`src/rtl/fetch_sequencer_pkg.sv`:
```
// Shared constants for the fetch sequencer: datapath widths, FSM encodings
// and the address-to-line helper used by the fetch PC logic.
package fetch_sequencer_pkg;

  localparam int ADDR_LEN = 32;
  localparam int INSN_LEN = 32;
  localparam int LINE_LEN = ADDR_LEN - 4;
  localparam int DATA_LEN = 4 * INSN_LEN;

  localparam logic [1:0] ST_BOOT  = 2'd0;
  localparam logic [1:0] ST_REQ   = 2'd1;
  localparam logic [1:0] ST_VALID = 2'd2;
  localparam logic [1:0] ST_DROP  = 2'd3;

  // A line is 16 bytes, so the line address is the PC without its low nibble.
  function automatic logic [LINE_LEN-1:0] line_of(input logic [ADDR_LEN-1:0] addr);
    return addr[ADDR_LEN-1:4];
  endfunction

endpackage

```
`src/rtl/fetch_sequencer.sv`:
```
// Instruction fetch sequencer: owns the fetch PC, requests 16-byte lines from
// instruction memory, buffers one line and squashes responses made stale by redirects.
module fetch_sequencer
  import fetch_sequencer_pkg::*;
#(
  parameter logic [ADDR_LEN-1:0] RESET_PC = 32'h0000_0000
) (
  input  logic                clk,
  input  logic                reset,
  output logic [ADDR_LEN-1:0] pc,
  input  logic [ADDR_LEN-1:0] npc,
  input  logic                prmiss,
  input  logic [ADDR_LEN-1:0] jmpaddr,
  input  logic                stall_IF,
  output logic                imem_req,
  output logic [LINE_LEN-1:0] imem_addr,
  input  logic                imem_ack,
  input  logic [DATA_LEN-1:0] imem_rdata,
  output logic [DATA_LEN-1:0] idata,
  output logic                fetch_valid
);

  logic [1:0]          state_r;
  logic [ADDR_LEN-1:0] pc_r;
  logic [DATA_LEN-1:0] idata_r;
  logic [LINE_LEN-1:0] line_tag_r;
  logic [LINE_LEN-1:0] req_line_r;
  logic                imem_req_r;
  logic [LINE_LEN-1:0] imem_addr_r;
  logic                fetch_valid_r;

  logic [1:0]          state_s;
  logic [ADDR_LEN-1:0] pc_s;
  logic [DATA_LEN-1:0] idata_s;
  logic [LINE_LEN-1:0] line_tag_s;
  logic [LINE_LEN-1:0] req_line_s;

  // Next-state logic; a redirect always wins over consume and line reuse.
  always_comb begin
    state_s    = state_r;
    pc_s       = pc_r;
    idata_s    = idata_r;
    line_tag_s = line_tag_r;
    req_line_s = req_line_r;
    case (state_r)
      ST_BOOT: begin
        state_s = ST_REQ;
      end
      ST_REQ: begin
        if (prmiss && imem_ack) begin
          pc_s    = jmpaddr;
          state_s = ST_REQ;
        end else if (prmiss) begin
          // The request cannot be withdrawn, so park its line and wait for it.
          req_line_s = line_of(pc_r);
          pc_s       = jmpaddr;
          state_s    = ST_DROP;
        end else if (imem_ack) begin
          idata_s    = imem_rdata;
          line_tag_s = line_of(pc_r);
          state_s    = ST_VALID;
        end else begin
          state_s = ST_REQ;
        end
      end
      ST_VALID: begin
        if (prmiss) begin
          pc_s    = jmpaddr;
          state_s = ST_REQ;
        end else if (!stall_IF) begin
          pc_s = npc;
          if (line_of(npc) == line_tag_r) begin
            state_s = ST_VALID;
          end else begin
            state_s = ST_REQ;
          end
        end else begin
          state_s = ST_VALID;
        end
      end
      ST_DROP: begin
        if (imem_ack) begin
          if (prmiss) begin
            pc_s = jmpaddr;
          end else begin
            pc_s = pc_r;
          end
          state_s = ST_REQ;
        end else if (prmiss) begin
          pc_s    = jmpaddr;
          state_s = ST_DROP;
        end else begin
          state_s = ST_DROP;
        end
      end
      default: begin
        state_s = ST_BOOT;
      end
    endcase
  end

  // State, PC, line buffer and output registers; outputs are decoded from next state
  // so that they reflect the registered state without any combinational path.
  always_ff @(posedge clk) begin
    if (reset) begin
      state_r       <= ST_BOOT;
      pc_r          <= RESET_PC;
      idata_r       <= '0;
      line_tag_r    <= '0;
      req_line_r    <= '0;
      imem_req_r    <= 1'b0;
      imem_addr_r   <= '0;
      fetch_valid_r <= 1'b0;
    end else begin
      state_r       <= state_s;
      pc_r          <= pc_s;
      idata_r       <= idata_s;
      line_tag_r    <= line_tag_s;
      req_line_r    <= req_line_s;
      imem_req_r    <= (state_s == ST_REQ) || (state_s == ST_DROP);
      imem_addr_r   <= (state_s == ST_DROP) ? req_line_s : line_of(pc_s);
      fetch_valid_r <= (state_s == ST_VALID);
    end
  end

  assign pc          = pc_r;
  assign idata       = idata_r;
  assign imem_req    = imem_req_r;
  assign imem_addr   = imem_addr_r;
  assign fetch_valid = fetch_valid_r;

endmodule

```
`config.mk`:
```
export PLATFORM = sky130hd
export DESIGN_NAME = fetch_sequencer
export DESIGN_NICKNAME = d
export VERILOG_FILES = /design/src/rtl/fetch_sequencer_pkg.sv /design/src/rtl/fetch_sequencer.sv
export SDC_FILE = /design/constraint.sdc
export NUM_CORES = 1
export LEC_CHECK = 0
export ABC_AREA = 1
export BUFFER_PORTS_ARGS = -buffer_cell sky130_fd_sc_hd__buf_2
export CORE_ASPECT_RATIO = 0.7
export CORE_UTILIZATION = 35
export CTS_BUF_LIST = sky130_fd_sc_hd__clkbuf_4
export DETAILED_ROUTE_END_ITERATION = 16
export GPL_TIMING_DRIVEN = 0
export PLACE_DENSITY = 0.6
export SLEW_MARGIN = 20
export SYNTH_ARGS = -nofsm -noshare
export SYNTH_HDL_FRONTEND = slang
export SYNTH_SLANG_ARGS = --single-unit
```
`constraint.sdc`:
```
create_clock -name clk -period 1.4 [get_ports clk]
set_clock_uncertainty 0.1 [all_clocks]
set_input_delay 0.28 -clock clk [delete_from_list [all_inputs] [get_ports clk]]
set_output_delay 0.28 -clock clk [all_outputs]
set_load 0.02 [all_outputs]
```
==> impl_summary.log <==
[metrics] status: finished with violations
[metrics] failing checks: negative setup slack
[metrics] cell area power density: 952.8 mW/mm2
[metrics] max-cap violations: 0
[metrics] starting density of the core: 0.3609
[metrics] period utilization: 1.482
[metrics] remaining number of nets flagged by the antenna check after routing: 0
[metrics] final global-route overflow total: 0
[metrics] critical path endpoint category: register
[metrics] RSZ-0062 raised after global routing: true
[metrics] EDFF count, synth: 0
[metrics] worst skew pair latency: 0.72 ns
[metrics] static power due to leakage: a little under 0.01 uW
[metrics] Max stage delay on crit path: around 0.33 ns
[metrics] Worst Slack Setup Final: -0.6746 ns
[metrics] post-layout utilization of the core: 0.7570
[metrics] maximum buffer depth of the clock tree: 3
[metrics] worst ir drop on vdd: around 0.00069 V
[metrics] maximum fanout along the worst path: 10
[metrics] CP Cell Sequence: xnor2_1 > nand2_1 > nor2_2 > nand2_1 > nor2_1 > nand2_1 > nand2_1 > nand2_2 > nand3_4 > buf_12 > buf_12 > nand2_2 > nand2_2 > nor2_2
[metrics] kind of start point of the critical path: register
[metrics] clock tree from TritonCTS: yes
[metrics] post-synthesis sequential area ratio: 0.4889
[metrics] DR WL/cell: 21.65 um
[metrics] Area Growth Syn to Fin: 109.8%
[metrics] kind of path behind the tightest hold check: primary input to register
[metrics] via count normalized by instance count: 5.255
[metrics] area share of the largest cell type after synthesis: 0.4889
[metrics] leading post-synthesis cells by instance count: 343 x sky130_fd_sc_hd__nor2_1, 248 x sky130_fd_sc_hd__dfxtp_1, 195 x sky130_fd_sc_hd__o21ai_0
[metrics] Crit-path slowest cell: sky130_fd_sc_hd__dfxtp_2
[metrics] clock buffers created by TritonCTS: between 60 and 70
[metrics] number of H-tree branching levels: 3
[metrics] Worst path top cell family by delay: simple AND/OR/NAND/NOR gates
[metrics] timing-limited maximum frequency: roughly 480 MHz
[metrics] post-synthesis cell area: 0.01015 mm2
[metrics] final-layout setup total negative slack: -98.42 ns
[metrics] via count of the first global-routing pass: between 10000 and 15000
[metrics] critical path depth in cells: 14
[metrics] aggregate routed wire length: ~57000 um
[metrics] Final setup violation count: 430
[metrics] Relative slew margins: 0.3608
[metrics] total iterations of the first detailed-routing run: 5
[metrics] most prevalent standard cell on the critical path: sky130_fd_sc_hd__nand2_1
[metrics] share of post-route cells with drive strength above 1: 0.6037
[metrics] number of filler instances in the final layout: 1803
[metrics] number of distinct standard cells referenced by the synthesized netlist: 31
[metrics] mean cell area of the mapped netlist: ~7.4 um2
[metrics] Worst setup endpoint: imem_addr[20]$_SDFF_PP0_
[metrics] Crit path required time: roughly 1.9 ns
[metrics] number of top-level pins: 387
[metrics] count leader, synth: sky130_fd_sc_hd__nor2_1
[metrics] cell accounting for the most synthesized area: sky130_fd_sc_hd__dfxtp_1
[metrics] die height: 144.5 um
[metrics] register-to-register path setup slack: -0.67 ns
[metrics] routed vias: around 14000
[metrics] Final HPWL DP: about 29000 um
[metrics] die area: between 0.02 and 0.03 mm2
[metrics] number of antenna violations at the first check in global routing: 5
[metrics] die extent in x: 205.6 um
[metrics] flip-flop cell with the highest count after synthesis: sky130_fd_sc_hd__dfxtp_1
[metrics] final critical-path required period: about 2.1 ns
[metrics] max-slew violations: 0
[metrics] launching point of the worst reg2reg path: line_tag_r[2]$_SDFFE_PP0P_
[metrics] final estimated routing congestion in global placement: 0.8724
[metrics] clock sink count: roughly 250
[metrics] final number of hold-violating endpoints: 0
[metrics] post-synthesis async set-or-reset flop share: 0
[metrics] pin count of the biggest net entering global routing: 11
[metrics] number of cell rows: 51
[metrics] drc violations: 0
[metrics] transition time of the tightest slew-check pin: between 0.9 and 1 ns
[metrics] Net count, final: 2390
[metrics] clock-pin transition on the worst setup and hold timing paths: around 0.060 ns
[metrics] core footprint: between 0.02 and 0.03 mm2
[metrics] Worst Reg-to-Reg Cells: 14
[metrics] top area cells in the synthesized netlist: sky130_fd_sc_hd__dfxtp_1 49%, sky130_fd_sc_hd__nor2_1 13%, sky130_fd_sc_hd__o21ai_0 9.6%
[metrics] Synth Register Bits: ~250
[metrics] synthesized netlist cell count: roughly 1400
[metrics] Critical path buffers and inverters: 2
[metrics] CTS Root Cell: sky130_fd_sc_hd__clkbuf_4
[metrics] worst r2r dst: imem_addr[20]$_SDFF_PP0_
[metrics] number of buffers added on ports: 385
[metrics] type of the setup path with the least slack: register to register
[metrics] global-route wire length before repair: a little over 70000 um
[metrics] DRT iter0 DRCs: 1069
[metrics] global router's overall resource usage: 0.3136
[metrics] CP Launch Point: line_tag_r[2]$_SDFFE_PP0P_
[metrics] Synth Net Count: 1576
[metrics] data arrival time of the worst path: between 2 and 3 ns
[metrics] count of warnings emitted by yosys: 0
[how the worst min path moves through the flow]
stage	cells past startpoint	slack [ns]	to	start
floorplan	2	0.33	idata[114]$_SDFFE_PP0P_	imem_rdata[114]
global placement	2	0.34	line_tag_r[1]$_SDFFE_PP0P_	line_tag_r[1]$_SDFFE_PP0P_
detailed placement	2	0.35	line_tag_r[1]$_SDFFE_PP0P_	line_tag_r[1]$_SDFFE_PP0P_
CTS	2	0.003	pc[0]$_SDFFE_PP0P_	reset
global route	2	0.03	state_r[1]$_SDFF_PP0_	reset
finish	2	0.09	state_r[1]$_SDFF_PP0_	reset
[metrics by stage]
stage / instances / power (uW) / worst slack [ns] / hold slack (ns) / cell area (um2)
3_5_place_dp: 2133 / 10890 / -0.7641 / 0.3463 / 12770
2_1_floorplan: 1377 / 9738 / -0.1508 / 0.3255 / 10380
6_report: 2616 / 20300 / -0.6746 / 0.09185 / 21300
5_1_grt: 2615 / 21070 / -0.7303 / 0.03400 / 21300
4_1_cts: 2537 / 18920 / -0.4715 / 0.002713 / 18710
3_3_place_gp: 2133 / 10840 / -0.7894 / 0.3392 / 12770
[cell families (layout without fill, tap and decap cells)]
family | Yosys count | after routing | synth area share
simple gates | 591 | 591 | 0.2380
compound gates | 309 | 309 | 0.1623
flops | 248 | 248 | 0.4889
buf+inv | 209 | 1073 | 0.09278
xor+xnor | 18 | 18 | 0.01552
fa+ha+maj | 2 | 2 | 0.002464
other cells | 0 | 4 | 0
[power by group]
group          internal (uW)  switching, uW
Clock                   3330           3490
Combinational           2730           2910
Sequential              7510            333
Total                  13600           6730
[final cells by class]
cell class / count / area [um2] / area share
clock buffers: 95 / 713.2 / 0.03348
repair buffers: 749 / 7048 / 0.3308
flip-flops and latches: 248 / 5319 / 0.2497
well taps: 371 / 464.2 / 0.02179
plain buffers: 84 / 1070 / 0.05022
inverters: 120 / 462.9 / 0.02173
multi-input cells: 920 / 6095 / 0.2861
diodes: 4 / 10.01 / 0.0004699
clock inverters: 25 / 121.4 / 0.005697
[timing repair]
item	4_1_cts	5_1_grt
setup buffers	62	92
resized for setup	531	794
pin swaps	55	89
hold buffers	192	0
hold endpoints to repair	180	0
endpoints found under the setup margin	438	438
cloned	32	4
[routing by layer]
metal  share of wire  GRT usage  up-vias
met3           0.099    0.08720      265
met2            0.47     0.4856      841
met4           0.053     0.1532        0
li1                -          -     6072
met1            0.38     0.4013     6568
met5               0          0        -
[worst reg2reg max path: stages, from the launching register on]
cell and delay [ns]:
sky130_fd_sc_hd__dfxtp_2 0.33, sky130_fd_sc_hd__xnor2_1 0.14, sky130_fd_sc_hd__nand2_1 0.09, sky130_fd_sc_hd__nor2_2 0.17, sky130_fd_sc_hd__nand2_1 0.09, sky130_fd_sc_hd__nor2_1 0.14, sky130_fd_sc_hd__nand2_1 0.12, sky130_fd_sc_hd__nand2_1 0.10
sky130_fd_sc_hd__nand2_2 0.09, sky130_fd_sc_hd__nand3_4 0.09, sky130_fd_sc_hd__buf_12 0.17, sky130_fd_sc_hd__buf_12 0.16, sky130_fd_sc_hd__nand2_2 0.06, sky130_fd_sc_hd__nand2_2 0.06, sky130_fd_sc_hd__nor2_2 0.03
[registers in the layout, indices dropped and copies added, names as in the netlist]
signal / cells
imem_addr: 28
state_r: 2
pc: 32
imem_req: 1
fetch_valid: 1
req_line_r: 28
idata: 128
line_tag_r: 28
[cells in the final DEF (no fill, tap or decap), types with 66 or more instances in the layout]
cell type,count
sky130_fd_sc_hd__nor2_4,66
sky130_fd_sc_hd__dfxtp_2,166
sky130_fd_sc_hd__clkbuf_4,96
sky130_fd_sc_hd__nand2_1,138
sky130_fd_sc_hd__buf_2,204
sky130_fd_sc_hd__nor2_1,232
sky130_fd_sc_hd__nor2_2,89
sky130_fd_sc_hd__dlygate4sd3_1,192
sky130_fd_sc_hd__o21ai_2,115
sky130_fd_sc_hd__inv_1,99
sky130_fd_sc_hd__buf_4,105
sky130_fd_sc_hd__buf_6,214
No activity file was read; power rests on OpenSTA's default activity.
